**src/rtl/alu_share_arbiter.sv**
```systemverilog
// alu_share_arbiter: round-robin sharing of one single-cycle ALU between two valid/ready requesters.
// Optional macro ALU_SHARE_ILLEGAL_CHECK_EN adds rsp0_err/rsp1_err for illegal ALU function codes.
module alu_share_arbiter #(
  parameter int WIDTH = 32,
  parameter int FUN_W = 6
) (
  input  logic             clk,
  input  logic             reset,

  input  logic             req0_valid,
  output logic             req0_ready,
  input  logic [WIDTH-1:0] req0_a,
  input  logic [WIDTH-1:0] req0_b,
  input  logic             req0_sign,
  input  logic [FUN_W-1:0] req0_fun,
  output logic             rsp0_valid,
  input  logic             rsp0_ready,
  output logic [WIDTH-1:0] rsp0_data,

  input  logic             req1_valid,
  output logic             req1_ready,
  input  logic [WIDTH-1:0] req1_a,
  input  logic [WIDTH-1:0] req1_b,
  input  logic             req1_sign,
  input  logic [FUN_W-1:0] req1_fun,
  output logic             rsp1_valid,
  input  logic             rsp1_ready,
  output logic [WIDTH-1:0] rsp1_data,

`ifdef ALU_SHARE_ILLEGAL_CHECK_EN
  output logic             rsp0_err,
  output logic             rsp1_err,
`endif

  output logic [WIDTH-1:0] alu_inA,
  output logic [WIDTH-1:0] alu_inB,
  output logic             alu_Sign,
  output logic [FUN_W-1:0] alu_ALUFun,
  input  logic [WIDTH-1:0] alu_outZ
);

  localparam logic [1:0] IDLE = 2'd0;
  localparam logic [1:0] EXEC = 2'd1;
  localparam logic [1:0] RESP = 2'd2;

  logic [1:0]       state;
  logic             last_grant;
  logic             owner;
  logic             any_valid;
  logic             grant_id;
  logic             grant_open;
  logic             owner_taken;
  logic [WIDTH-1:0] result;

  always_comb begin
    any_valid = req0_valid | req1_valid;
    if (req0_valid && req1_valid) begin
      grant_id = ~last_grant;
    end else begin
      grant_id = req1_valid;
    end
    // ready is also masked while reset is held so outputs read 0 immediately
    grant_open  = reset && (state == IDLE) && any_valid;
    req0_ready  = grant_open && !grant_id;
    req1_ready  = grant_open && grant_id;
    owner_taken = owner ? rsp1_ready : rsp0_ready;
  end

`ifdef ALU_SHARE_ILLEGAL_CHECK_EN
  logic fun_bad;

  always_comb begin
    fun_bad = 1'b1;
    case (alu_ALUFun)
      FUN_W'(6'b000000), FUN_W'(6'b000001),
      FUN_W'(6'b011000), FUN_W'(6'b011110), FUN_W'(6'b010110),
      FUN_W'(6'b010001), FUN_W'(6'b011010),
      FUN_W'(6'b100000), FUN_W'(6'b100001), FUN_W'(6'b100011),
      FUN_W'(6'b110001), FUN_W'(6'b110011), FUN_W'(6'b110101),
      FUN_W'(6'b111101), FUN_W'(6'b111011), FUN_W'(6'b111111): fun_bad = 1'b0;
      default: fun_bad = 1'b1;
    endcase
    result = fun_bad ? '0 : alu_outZ;
  end
`else
  always_comb begin
    result = alu_outZ;
  end
`endif

  // alu_* double as the operand registers: loaded at grant, stable through EXEC
  always_ff @(posedge clk or negedge reset) begin
    if (!reset) begin
      state      <= IDLE;
      last_grant <= 1'b1;
      owner      <= 1'b0;
      alu_inA    <= '0;
      alu_inB    <= '0;
      alu_Sign   <= 1'b0;
      alu_ALUFun <= '0;
      rsp0_valid <= 1'b0;
      rsp1_valid <= 1'b0;
      rsp0_data  <= '0;
      rsp1_data  <= '0;
`ifdef ALU_SHARE_ILLEGAL_CHECK_EN
      rsp0_err   <= 1'b0;
      rsp1_err   <= 1'b0;
`endif
    end else begin
      case (state)
        IDLE: begin
          if (any_valid) begin
            owner      <= grant_id;
            last_grant <= grant_id;
            alu_inA    <= grant_id ? req1_a    : req0_a;
            alu_inB    <= grant_id ? req1_b    : req0_b;
            alu_Sign   <= grant_id ? req1_sign : req0_sign;
            alu_ALUFun <= grant_id ? req1_fun  : req0_fun;
            state      <= EXEC;
          end
        end
        EXEC: begin
          if (owner) begin
            rsp1_valid <= 1'b1;
            rsp1_data  <= result;
`ifdef ALU_SHARE_ILLEGAL_CHECK_EN
            rsp1_err   <= fun_bad;
`endif
          end else begin
            rsp0_valid <= 1'b1;
            rsp0_data  <= result;
`ifdef ALU_SHARE_ILLEGAL_CHECK_EN
            rsp0_err   <= fun_bad;
`endif
          end
          state <= RESP;
        end
        RESP: begin
          if (owner_taken) begin
            rsp0_valid <= 1'b0;
            rsp1_valid <= 1'b0;
`ifdef ALU_SHARE_ILLEGAL_CHECK_EN
            rsp0_err   <= 1'b0;
            rsp1_err   <= 1'b0;
`endif
            state      <= IDLE;
          end
        end
        default: state <= IDLE;
      endcase
    end
  end

endmodule

```
**config.mk**
```make
export PLATFORM = sky130hd
export DESIGN_NAME = alu_share_arbiter
export DESIGN_NICKNAME = d
export VERILOG_FILES = /design/src/rtl/alu_share_arbiter.sv
export SDC_FILE = /design/constraint.sdc
export NUM_CORES = 1
export LEC_CHECK = 0
export CAP_MARGIN = 10
export CORE_ASPECT_RATIO = 0.75
export CORE_MARGIN = 10
export CORE_UTILIZATION = 41
export CTS_CLUSTER_SIZE = 10
export DETAILED_ROUTE_END_ITERATION = 8
export PLACE_DENSITY_LB_ADDON = 0.12
export SLEW_MARGIN = 10
export SYNTH_ARGS = -nofsm -noshare
export SYNTH_HDL_FRONTEND = slang
export SYNTH_SLANG_ARGS = --single-unit
```
**constraint.sdc**
```tcl
create_clock -name clk -period 2.1 [get_ports clk]
set_clock_uncertainty 0.05 [all_clocks]
set_input_delay 0.315 -clock clk [delete_from_list [all_inputs] [get_ports clk]]
set_output_delay 0.315 -clock clk [all_outputs]
set_load 0.1 [all_outputs]
```
==> metrics.md <==
| Metric | Value |
|---|---|
| Outcome | completed |
| Clk slew on worst S/H paths | approximately 0.06 ns |
| Dpl cell area | between 9000 and 10,000 µm² |
| Inserted Clock Buffers | 17 |
| Die footprint | about 21,000 µm² |
| Crit Path Max Fanout | 3 |
| Slew Limit Fails | 0 |
| Final setup violation count | 0 |
| CP Class | in -> out |
| Area delta synth->final | 60.4% |
| Sequential area share after synthesis | 0.552 |
| CTS tree | done |
| Fmax | ~0.49 GHz |
| Number of synthesized flops with an enable pin | 0 |
| CP startpoint kind | input port |
| Highest Signal Layer | met4 |
| Ys async rst share | 1.00 |
| Die H | 128 µm |
| Bufs on Longest Clock Path | 2 |
| Unique masters post-synth | 24 |
| Ports | about 320 |
| Congestion Overflow GR | 0 |
| Finished layout cell area | between 10,000 and 15,000 µm² |
| Final min period | 2.05 ns |
| RePlAce Congestion | 0.842 |
| Rel. slew slack | 0.620 |
| Initial drt markers | 180 |
| Share of cells above drive strength 1 | 0.552 |
| Via count | 4,561 |
| RSZ-0062 raised after global routing | no |
| Maxcap violations | 0 |
| Syn_area_per_cell | between 15 and 20 µm² |
| Initial Utilization | 0.418 |
| Final worst-path cycle share | 0.978 |
| Final Hold Fails | 0 |
| # port buffers | between 300 and 400 |
| Cell Area, Synth | around 6400 µm² |
| # DRC | 0 |
| CTS H-tree lvls | 4 |
| Core area | 15,300 µm² |
| Largest net degree at the start of global routing | 46 |
| Routed Antenna Nets | 0 |
| Drt wl/cell | 22.0 µm |
| R2R Setup Slk | approximately 0.19 ns |
| CP Data Arrival Time | ~1.7 ns |
| Synth Instances | 390 |
| Worst-Skew Late Latency | just over 0.4 ns |
| FP Rows | 39 |
| Most common cell in the netlist | mux2_2 |
| DP Wirelength | approximately 16,000 µm |
| Met3 WL | 2050 µm |
| #FFs+latches synth | about 140 |
| Layout Nets | a little over 900 |
| Post-Route WL | around 21,000 µm |
| Ranking of synthesized cells by area | dfrtp_1 (55%), mux2_2 (26%), mux2_4 (13%) |
| Wl on met1 | roughly 7900 µm |
| Synth area leader | dfrtp_1 |
| Commonest cells post-synth | mux2_2 (149), dfrtp_1 (140), mux2_4 (57), buf_6 (10) |
| Yosys warns | 0 |
| First-pass GRT wire length | about 31,000 µm |
| Vias in the first global route | 5,138 |
| CP required | between 1.5 and 2 ns |
| Hold Crit Class | in -> async |
| Area share of the largest cell type after synthesis | 0.548 |
| Chip width | approximately 160 µm |
| Clock Sink Count | between 100 and 150 |
| Slew @ Worst Pin | about 0.57 ns |
| Total track usage | 0.193 |
| Crit. End Element | primary output |
| Commonest register cell after synthesis | dfrtp_1 |
| TNS Setup | 0 ns |
| Initial DRT Pass Iterations | 6 |
| Initial antenna violation count | 1 |
| Root buffer cell | clkbuf_16 |
| Vias per std cell | 4.79 |
| Met2 wire length | about 11,000 µm |
| Net Count, Synth | 570 |
[registers in the layout (all words and copies together) (netlist names)]
name        count
last_grant      1
alu_inB        32
rsp0_valid      1
alu_ALUFun      6
rsp1_valid      1
alu_Sign        1
state           2
rsp1_data      32
alu_inA        32
owner           1
rsp0_data      32
[worst max-delay path, stage by stage]
cell and delay, ns:
clkdlybuf4s50_1 0.48, a21bo_4 0.25, buf_4 0.16, nor4b_4 0.26, buf_12 0.22
[per-stage QoR]
| step | util | hold slack, ns | setup WS (ns) | std cells |
|---|---|---|---|---|
| final | 0.671 | 0.298 | 0.0455 | 952 |
| after global routing | 0.671 | 0.304 | 0.0127 | 951 |
| after CTS | 0.667 | 0.286 | 0.000389 | 944 |
| after detailed placement | 0.626 | 0.160 | -0.0644 | 910 |
| after global placement | 0.626 | 0.151 | -0.0366 | 910 |
| after floorplan | - | -0.0306 | -0.187 | 390 |
[cells in the final DEF, fill, tap and decap left out, drive strengths merged]
cell and n:
mux2 207, clkdlybuf4s50 178, buf 170, dfrtp 140
clkbuf 19, clkinv 5, bufinv 3, clkinvlp 3
nor2 2, nand2b 2, o21bai 2, a22o 2
diode 1, o21a 1, a21bo 1, and3 1
nor4b 1, inv 1, or2 1, nand2 1
o21ai 1, a21oi 1, a31oi 1, o32ai 1
dlygate4sd3 1, dfstp 1
[path summary, 6_finish.rpt]
path / endpoint / cells past startpoint / startpoint
worst max-delay path: req1_ready / 5 / req1_valid
worst min-delay path: rsp0_data[20] / 2 / reset
worst max register to register: alu_ALUFun[5] / 5 / last_grant
worst min register to register: alu_inB[9] / 1 / alu_inB[9]
max in group asynchronous: rsp0_data[19] / 3 / reset
min in group clk: alu_inB[9] / 1 / alu_inB[9]
[logic make-up (layout without fill, tap and decap cells)]
kind of cell    Yosys count  in the layout  synth area share
simple gates              8              8           0.00705
compound gates           10             10            0.0117
flops                   141            141             0.552
mux                     207            207             0.398
other cells               0              1                 0
buf+inv                  24            380            0.0307
[what timing repair did]
item                                   4_1_cts  5_1_grt
setup endpoints to repair                    1        2
endpoints found under the hold margin       23        0
hold buffers                                 1        0
pin swaps                                    1        1
resized for setup                            1        3
buffers inserted                             3        7
[layer usage]
layer,vias up,GRT usage
met2,198,0.336
met1,2258,0.211
met5,-,0
met3,17,0.0793
met4,0,0.0587
li1,2088,-
[area by class of cell]
class	count	area, µm²
Fill cell	1140	5020
Sequential cell	141	3530
Timing Repair Buffer	349	3170
Multi-Input combinational cell	225	2700
Clock buffer	19	443
Tap cell	205	256
Clock inverter	11	145
Inverter	1	3.75
Antenna cell	1	2.50
Power is left out: the tool's default activity adds up to more than one toggle a clock period on the data nets, which glitch-free logic cannot reach.
